<file path="src/rtl/demux_dataflow_buffered.sv">
// Receive-side 1:2 demultiplexer: steers shared stream C into lane A or B by S,
// each lane buffered by its own show-ahead FIFO with a valid/ready handshake.

module demux_dataflow_buffered_lane #(
    parameter int unsigned WIDTH = 2,
    parameter int unsigned DEPTH = 2
) (
    input  logic                     clk,
    input  logic                     rst_n,
    input  logic                     wr_en,
    input  logic [WIDTH-1:0]         wr_data,
    input  logic                     rd_ready,
    output logic                     full,
    output logic                     valid,
    output logic [WIDTH-1:0]         head,
    output logic [$clog2(DEPTH):0]   count
);
    localparam int unsigned PW = $clog2(DEPTH);
    localparam int unsigned CW = PW + 1;

    logic [WIDTH-1:0] mem [DEPTH];
    logic [PW-1:0]    wr_ptr;
    logic [PW-1:0]    rd_ptr;
    logic [CW-1:0]    count_q;
    logic             rd_en;

    // Fullness comes from the occupancy count, so pointer equality is never ambiguous.
    assign full  = (count_q == CW'(DEPTH));
    assign valid = (count_q != '0);
    assign rd_en = valid & rd_ready;
    assign head  = valid ? mem[rd_ptr] : '0;
    assign count = count_q;

    always_ff @(posedge clk or negedge rst_n) begin
        if (!rst_n) begin
            wr_ptr  <= '0;
            rd_ptr  <= '0;
            count_q <= '0;
        end else begin
            if (wr_en) begin
                wr_ptr <= wr_ptr + PW'(1);
            end
            if (rd_en) begin
                rd_ptr <= rd_ptr + PW'(1);
            end
            case ({wr_en, rd_en})
                2'b10:   count_q <= count_q + CW'(1);
                2'b01:   count_q <= count_q - CW'(1);
                default: count_q <= count_q;
            endcase
        end
    end

    // Storage needs no reset: the head is masked whenever the lane is empty.
    always_ff @(posedge clk) begin
        if (wr_en) begin
            mem[wr_ptr] <= wr_data;
        end
    end
endmodule

module demux_dataflow_buffered #(
    parameter int unsigned WIDTH = 2,
    parameter int unsigned DEPTH = 2
) (
    input  logic                     clk,
    input  logic                     rst_n,
    input  logic [WIDTH-1:0]         C,
    input  logic                     S,
    input  logic                     in_valid,
    output logic                     in_ready,
    output logic [WIDTH-1:0]         A,
    output logic                     a_valid,
    input  logic                     a_ready,
    output logic [WIDTH-1:0]         B,
    output logic                     b_valid,
    input  logic                     b_ready,
    output logic [$clog2(DEPTH):0]   a_count,
    output logic [$clog2(DEPTH):0]   b_count
);
    logic a_full;
    logic b_full;
    logic a_wr;
    logic b_wr;

    // Ready reflects only the selected lane's fullness, independent of in_valid and consumers.
    assign in_ready = S ? ~b_full : ~a_full;
    assign a_wr     = in_valid & ~S & ~a_full;
    assign b_wr     = in_valid &  S & ~b_full;

    demux_dataflow_buffered_lane #(
        .WIDTH (WIDTH),
        .DEPTH (DEPTH)
    ) u_lane_a (
        .clk      (clk),
        .rst_n    (rst_n),
        .wr_en    (a_wr),
        .wr_data  (C),
        .rd_ready (a_ready),
        .full     (a_full),
        .valid    (a_valid),
        .head     (A),
        .count    (a_count)
    );

    demux_dataflow_buffered_lane #(
        .WIDTH (WIDTH),
        .DEPTH (DEPTH)
    ) u_lane_b (
        .clk      (clk),
        .rst_n    (rst_n),
        .wr_en    (b_wr),
        .wr_data  (C),
        .rd_ready (b_ready),
        .full     (b_full),
        .valid    (b_valid),
        .head     (B),
        .count    (b_count)
    );
endmodule

</file>
<file path="config.mk">
export PLATFORM = sky130hd
export DESIGN_NAME = demux_dataflow_buffered
export DESIGN_NICKNAME = d
export VERILOG_FILES = /design/src/rtl/demux_dataflow_buffered.sv
export SDC_FILE = /design/constraint.sdc
export NUM_CORES = 1
export LEC_CHECK = 0
export ABC_AREA = 1
export CAP_MARGIN = 20
export CORE_MARGIN = 3
export CORE_UTILIZATION = 40
export CTS_BUF_LIST = sky130_fd_sc_hd__clkbuf_4 sky130_fd_sc_hd__clkbuf_8
export CTS_CLUSTER_DIAMETER = 100
export DETAILED_ROUTE_END_ITERATION = 6
export GPL_TIMING_DRIVEN = 0
export PLACE_DENSITY = 0.67
export SKIP_LAST_GASP = 1
export SYNTH_ARGS = -nofsm -noshare
export SYNTH_HDL_FRONTEND = slang
export SYNTH_SLANG_ARGS = --single-unit
</file>
<file path="constraint.sdc">
create_clock -name clk -period 1.85 [get_ports clk]
set_input_delay 0.37 -clock clk [delete_from_list [all_inputs] [get_ports clk]]
set_output_delay 0.37 -clock clk [all_outputs]
set_load 0.02 [all_outputs]
</file>
### After elaboration in Yosys (flattened, before gate mapping)

Memory sizes are Yosys's and may differ from the RTL's.
Cells that the tools add are included.

| storage, ports and cells | value |
|---|---|
| input port bits | 8 |
| bits in writable memories | 8 |
| logic and storage cells | 44 |
| flip-flop bits (word level) | 8 |
| output and inout bits | 11 |
| memories | 2 |

Memories:

| memory | depth | width | read ports | clocked after Yosys merged registers in | write ports | line | source |
|---|---|---|---|---|---|---|---|
| u_lane_a.mem | 2 | 2 | 1 | 0 | 1 | 21 | `logic [WIDTH-1:0] mem [DEPTH];` |
| u_lane_b.mem | 2 | 2 | 1 | 0 | 1 | 21 |  |

| operators by class | value |
|---|---|
| mux-type cells | 9 |
| eq/ne operators | 6 |
| add/sub/neg operators | 8 |
| bitwise gates (word level) | 9 |
| reductions and logical operators | 4 |

Operators with widths:

| cell | count |
|---|---|
| $eq 2x2->1 const B | 4 |
| $pmux 2 s2 | 2 |
| $reduce_bool 2->1 | 4 |
| $and 1x1->1 | 6 |
| $mux 1 | 5 |
| $add 1x1->1 const B | 4 |
| $add 2x1->2 const B | 2 |
| $eq 2x1->1 const B | 2 |
| $mux 2 | 2 |
| $sub 2x1->2 const B | 2 |
| $not 1->1 | 3 |

### Depth between registers and ports, before layout

| logic depth | value |
|---|---|
| word-level depth | 5 |
| mapped depth | 9 |
| gate-level depth less buffers | 9 |

### By module

A second synthesis with hierarchy kept.

| unflattened totals | value |
|---|---|
| cell total of the unflattened synthesis | 90 |
| area, all modules | 790.8 sq um |

Modules (own cells, without submodules):

| module | instances | area an instance (sq um) | cells each | seq. area each (sq um) |
|---|---|---|---|---|
| demux_dataflow_buffered_lane at u_lane_b | 1 | 381.6 | 40 | 220.2 |
| demux_dataflow_buffered_lane at u_lane_a | 1 | 371.6 | 40 | 220.2 |
| demux_dataflow_buffered | 1 | 37.5 | 10 | 0.0 |

### Worst setup path after synthesis

OpenSTA, ideal clock, no wires.

| path | value |
|---|---|
| path kind | reg-to-reg |
| start point | register u_lane_a.count_q[0] (netlist: u_lane_a.count[0]) |
| end point | register u_lane_a.count_q[1] (netlist: u_lane_a.count[1]) |
| stages on the path, launching flop included | 9 |
| data required time | 1.732 ns |
| data arrival time | 1.281 ns |
| period minus slack after synthesis | 1.398 ns |
| buffers on the path | 0 |
| setup slack | 0.452 ns |
| setup time | 0.118 ns |
| cell sequence | dfrtp_1 > inv_2 > nand2_2 > nand3_2 > ha_1 > inv_1 > nand3_1 > nand2_1 > nand2_1 |

| on the way | value |
|---|---|
| word-level cells in the longest chain between the ends | 5 |
| elaborated cells between the ends (all ways) | 11 |
| classes of those cells | add/sub: 2; eq/ne: 3; mux: 1; bitwise: 3; reduce/logical: 2 |

RTL lines:

| item | line | source |
|---|---|---|
| start: declaration | 24 | `logic [CW-1:0] count_q;` |
| start signal: assignment | 47 | `2'b10: count_q <= count_q + CW'(1);` |
| start signal: assignment | 48 | `2'b01: count_q <= count_q - CW'(1);` |
| start signal: assignment | 49 | `default: count_q <= count_q;` |
| $eq 2x2->1 | 28 | `assign full = (count_q == CW'(DEPTH));` |
| $not 1->1 | 88 | `assign a_wr = in_valid & ~S & ~a_full;` |
| $and 1x1->1 | 88 |  |
| $eq 2x1->1 or $eq 2x2->1 (tied branches) | 46 | `case ({wr_en, rd_en})` |
| $pmux 2 s2 or $reduce_bool 2->1 (tied branches) | n/a |  |

Parallel ways exist; a longest one is shown, timed or not.
A chain may end at the register's enable or synchronous reset.

### Worst setup path after layout

| path | value |
|---|---|
| start point | register u_lane_b.count_q[1] (netlist: u_lane_b.count[1]) |
| end point | output b_count[1] |

RTL lines:

| item | line | source |
|---|---|---|
| start: declaration | 24 |  |
| start signal: assignment | 47 |  |
| start signal: assignment | 48 |  |
| start signal: assignment | 49 |  |
| end: declaration | 79 | `output logic [$clog2(DEPTH):0] b_count` |

No word-level cell between the ends.

==> flow_metrics.env <==
export IMPL_status="completed"
export IMPL_netlist_instances=88
export IMPL_pre_cts_ws_ns=-0.198
export IMPL_place_area_um2=997
export IMPL_io_buffers=18
export IMPL_multi_input_area_um2=284
export IMPL_fin_nets=121
export IMPL_yosysSeqAreaShare_pct=56.1
export IMPL_hpwl_um=1100
export IMPL_die_y_um=50.3
export IMPL_root_buffer="clkbuf_4"
export IMPL_cts_buffers=3
export IMPL_start_util_pct=44.1
export IMPL_h_tree_depth=1
export IMPL_cp_top_family="buffers and inverters"
export IMPL_mostFrequentLayoutCells="nand2_1 (27), inv_1 (17), clkdlybuf4s50_1 (9)"
export IMPL_vias=587
export IMPL_wl_per_cell_um=10.5
export IMPL_startpoint_type="flop"
export IMPL_worstMarginPinSlew_ns=0.415
export IMPL_reg2reg_depth=8
export IMPL_grt_max_degree=10
export IMPL_grt_usage_pct=12.5
export IMPL_overflow=0
export IMPL_post_route_worst_setup_slack_ns=0.0635
export IMPL_fillers=155
export IMPL_crit_chain="clkdlybuf4s50_1"
export IMPL_relSlewSlack_pct=72.3
export IMPL_grt_pass1_vias=576
export IMPL_syn_avg_cell_area_um2=8.93
export IMPL_setup_violations_final=0
export IMPL_hp_class="in2async"
export IMPL_dieArea_um2=2530
export IMPL_gp_congestion=0.749
export IMPL_clk_latency_ns=0.28
export IMPL_critPathMaxFanout=5
export IMPL_fin_util_pct=57.8
export IMPL_endpoint_kind="primary output"
export IMPL_yosysTopAreaCell="edfxtp_1"
export IMPL_diodes=0
export IMPL_clkTransAtPathRegs_ns=0.09
export IMPL_drc=0
export IMPL_maxSlewViolCount=0
export IMPL_synth_cell_types=15
export IMPL_num_rows=15
export IMPL_crit_path_max_incr_delay_ns=0.66
export IMPL_drive_gt1_share_pct=12.7
export IMPL_drt_pass1_iter_count=4
export IMPL_cts_tree="done"
export IMPL_ant_nets=0
export IMPL_critPathBufInv=1
export IMPL_vias_per_cell=4.35
export IMPL_drt_iter0_markers=9
export IMPL_ys_ff_latch=16
export IMPL_crit_type="reg2out"
export IMPL_antenna_found_initial=0
export IMPL_yosys_warnings=0
export IMPL_leakagePower_nw=0.514
export IMPL_finalCritPeriodShare_pct=96.6
export IMPL_crit_cells=1
export IMPL_slowest_stage="clkdlybuf4s50_1"
export IMPL_peakVddDrop_mv=0.786
export IMPL_min_period_ns=1.79
export IMPL_grt_pass1_wl_um=2380
export IMPL_cts_sinks=16
export IMPL_die_x_um=50.3
export IMPL_crit_arrival_ns=1.42
export IMPL_synth_top_area_share_pct=30.6
export IMPL_cp_required_ns=1.48
export IMPL_core_area_um2=1780
export IMPL_hold_viol=0
export IMPL_postRouteWirelength_um=1420
export IMPL_max_freq_mhz=560
export IMPL_synthToLayoutAreaGrowth_pct=31.2
export IMPL_io_pins=19
export IMPL_max_cap_viol_count=0
export IMPL_powerDensity_nw_per_um2=1570
export IMPL_max_clock_path_buffers=2
export IMPL_seqCellArea_um2=442
export IMPL_syn_cell_area_um2=786
export IMPL_rsz0062_at_grt="false"
export IMPL_final_common_cell="nand2_1"
export IMPL_yosys_top_cells_area="edfxtp_1 (31%), dfrtp_1 (25%), nand2_1 (13%)"
export IMPL_final_area_um2=1030
export IMPL_post_cts_buffers=0
export IMPL_skew_ns=0.00151
export IMPL_synth_nets=98
[cells in the mapped netlist]
library cell	n
xnor2_1	2
nand3_1	2
dfrtp_1	8
nand2_2	2
inv_1	17
nand3_2	2
edfxtp_1	8
a21oi_1	4
nand2_1	27
nand4_1	4
ha_1	2
nor2_1	2
o21ai_0	2
inv_2	2
nor2_2	4
[final timing paths]
kind | startpoint | to | slack, ns
worst max-delay path | u_lane_b.count[1] | b_count[1] | 0.06
worst min-delay path | rst_n | u_lane_a.rd_ptr | 0.38
worst max register to register | u_lane_a.count[0] | u_lane_a.count[1] | 0.43
worst min register to register | u_lane_b.wr_ptr | u_lane_b.wr_ptr | 0.48
max in group asynchronous | rst_n | u_lane_a.count[1] | 1.16
min in group clk | S | u_lane_b.wr_ptr | 0.47
[stage by stage]
stage	setup TNS (ns)	power, mW	hold slack [ns]	instances
after floorplan	0	1.13	0.0744	88
after global placement	-0.203	1.46	0.456	131
after detailed placement	-0.198	1.48	0.465	131
after CTS	0	1.64	0.395	135
after global routing	0	1.76	0.391	135
final	0	1.62	0.380	135
[area by class of cell]
type | count | share of cell area, %
sequential | 16 | 42.8
multi-input combinational | 53 | 27.5
timing repair buffer | 18 | 17.1
inverter | 19 | 6.92
tap | 25 | 3.03
clock buffer | 3 | 2.18
clock inverter | 1 | 0.364
[metal layers]
layer	vias up	wire [µm]	global-route usage [%]
met5	-	0	0
met4	0	6	5.38
li1	320	-	-
met2	8	644	18.7
met3	2	54	3.26
met1	257	717	17.0
[flip-flops by register name, summed over array words and instances, names as in the netlist]
signal and count:
u_lane_b.count 2, u_lane_a.rd_ptr 1, u_lane_b.rd_ptr 1, u_lane_b.wr_ptr 1, u_lane_a.count 2, u_lane_a.mem 4
u_lane_a.wr_ptr 1, u_lane_b.mem 4
[cell families (layout without fill, tap and decap cells)]
kind of cell	Yosys count	after routing	synth area share (%)
XOR/XNOR	2	2	2.23
flip-flops	16	16	56.1
AND/OR/NAND/NOR	43	43	25.6
AO/OA/AOI/OAI	6	6	3.82
buffers and inverters	19	41	9.08
adder cells (fa/ha/maj)	2	2	3.18
[power breakdown]
part | switching [mW] | internal [mW]
registers | 0.123 | 0.492
clock network | 0.109 | 0.0781
logic | 0.477 | 0.338
total | 0.710 | 0.908
[timing repair]
item                                    4_1_cts  5_1_grt
gates cloned                                  0        0
endpoints found under the setup margin        7        3
resized for setup                             9        3
hold buffers                                  0        0
Power figures use the tool's default switching activity.
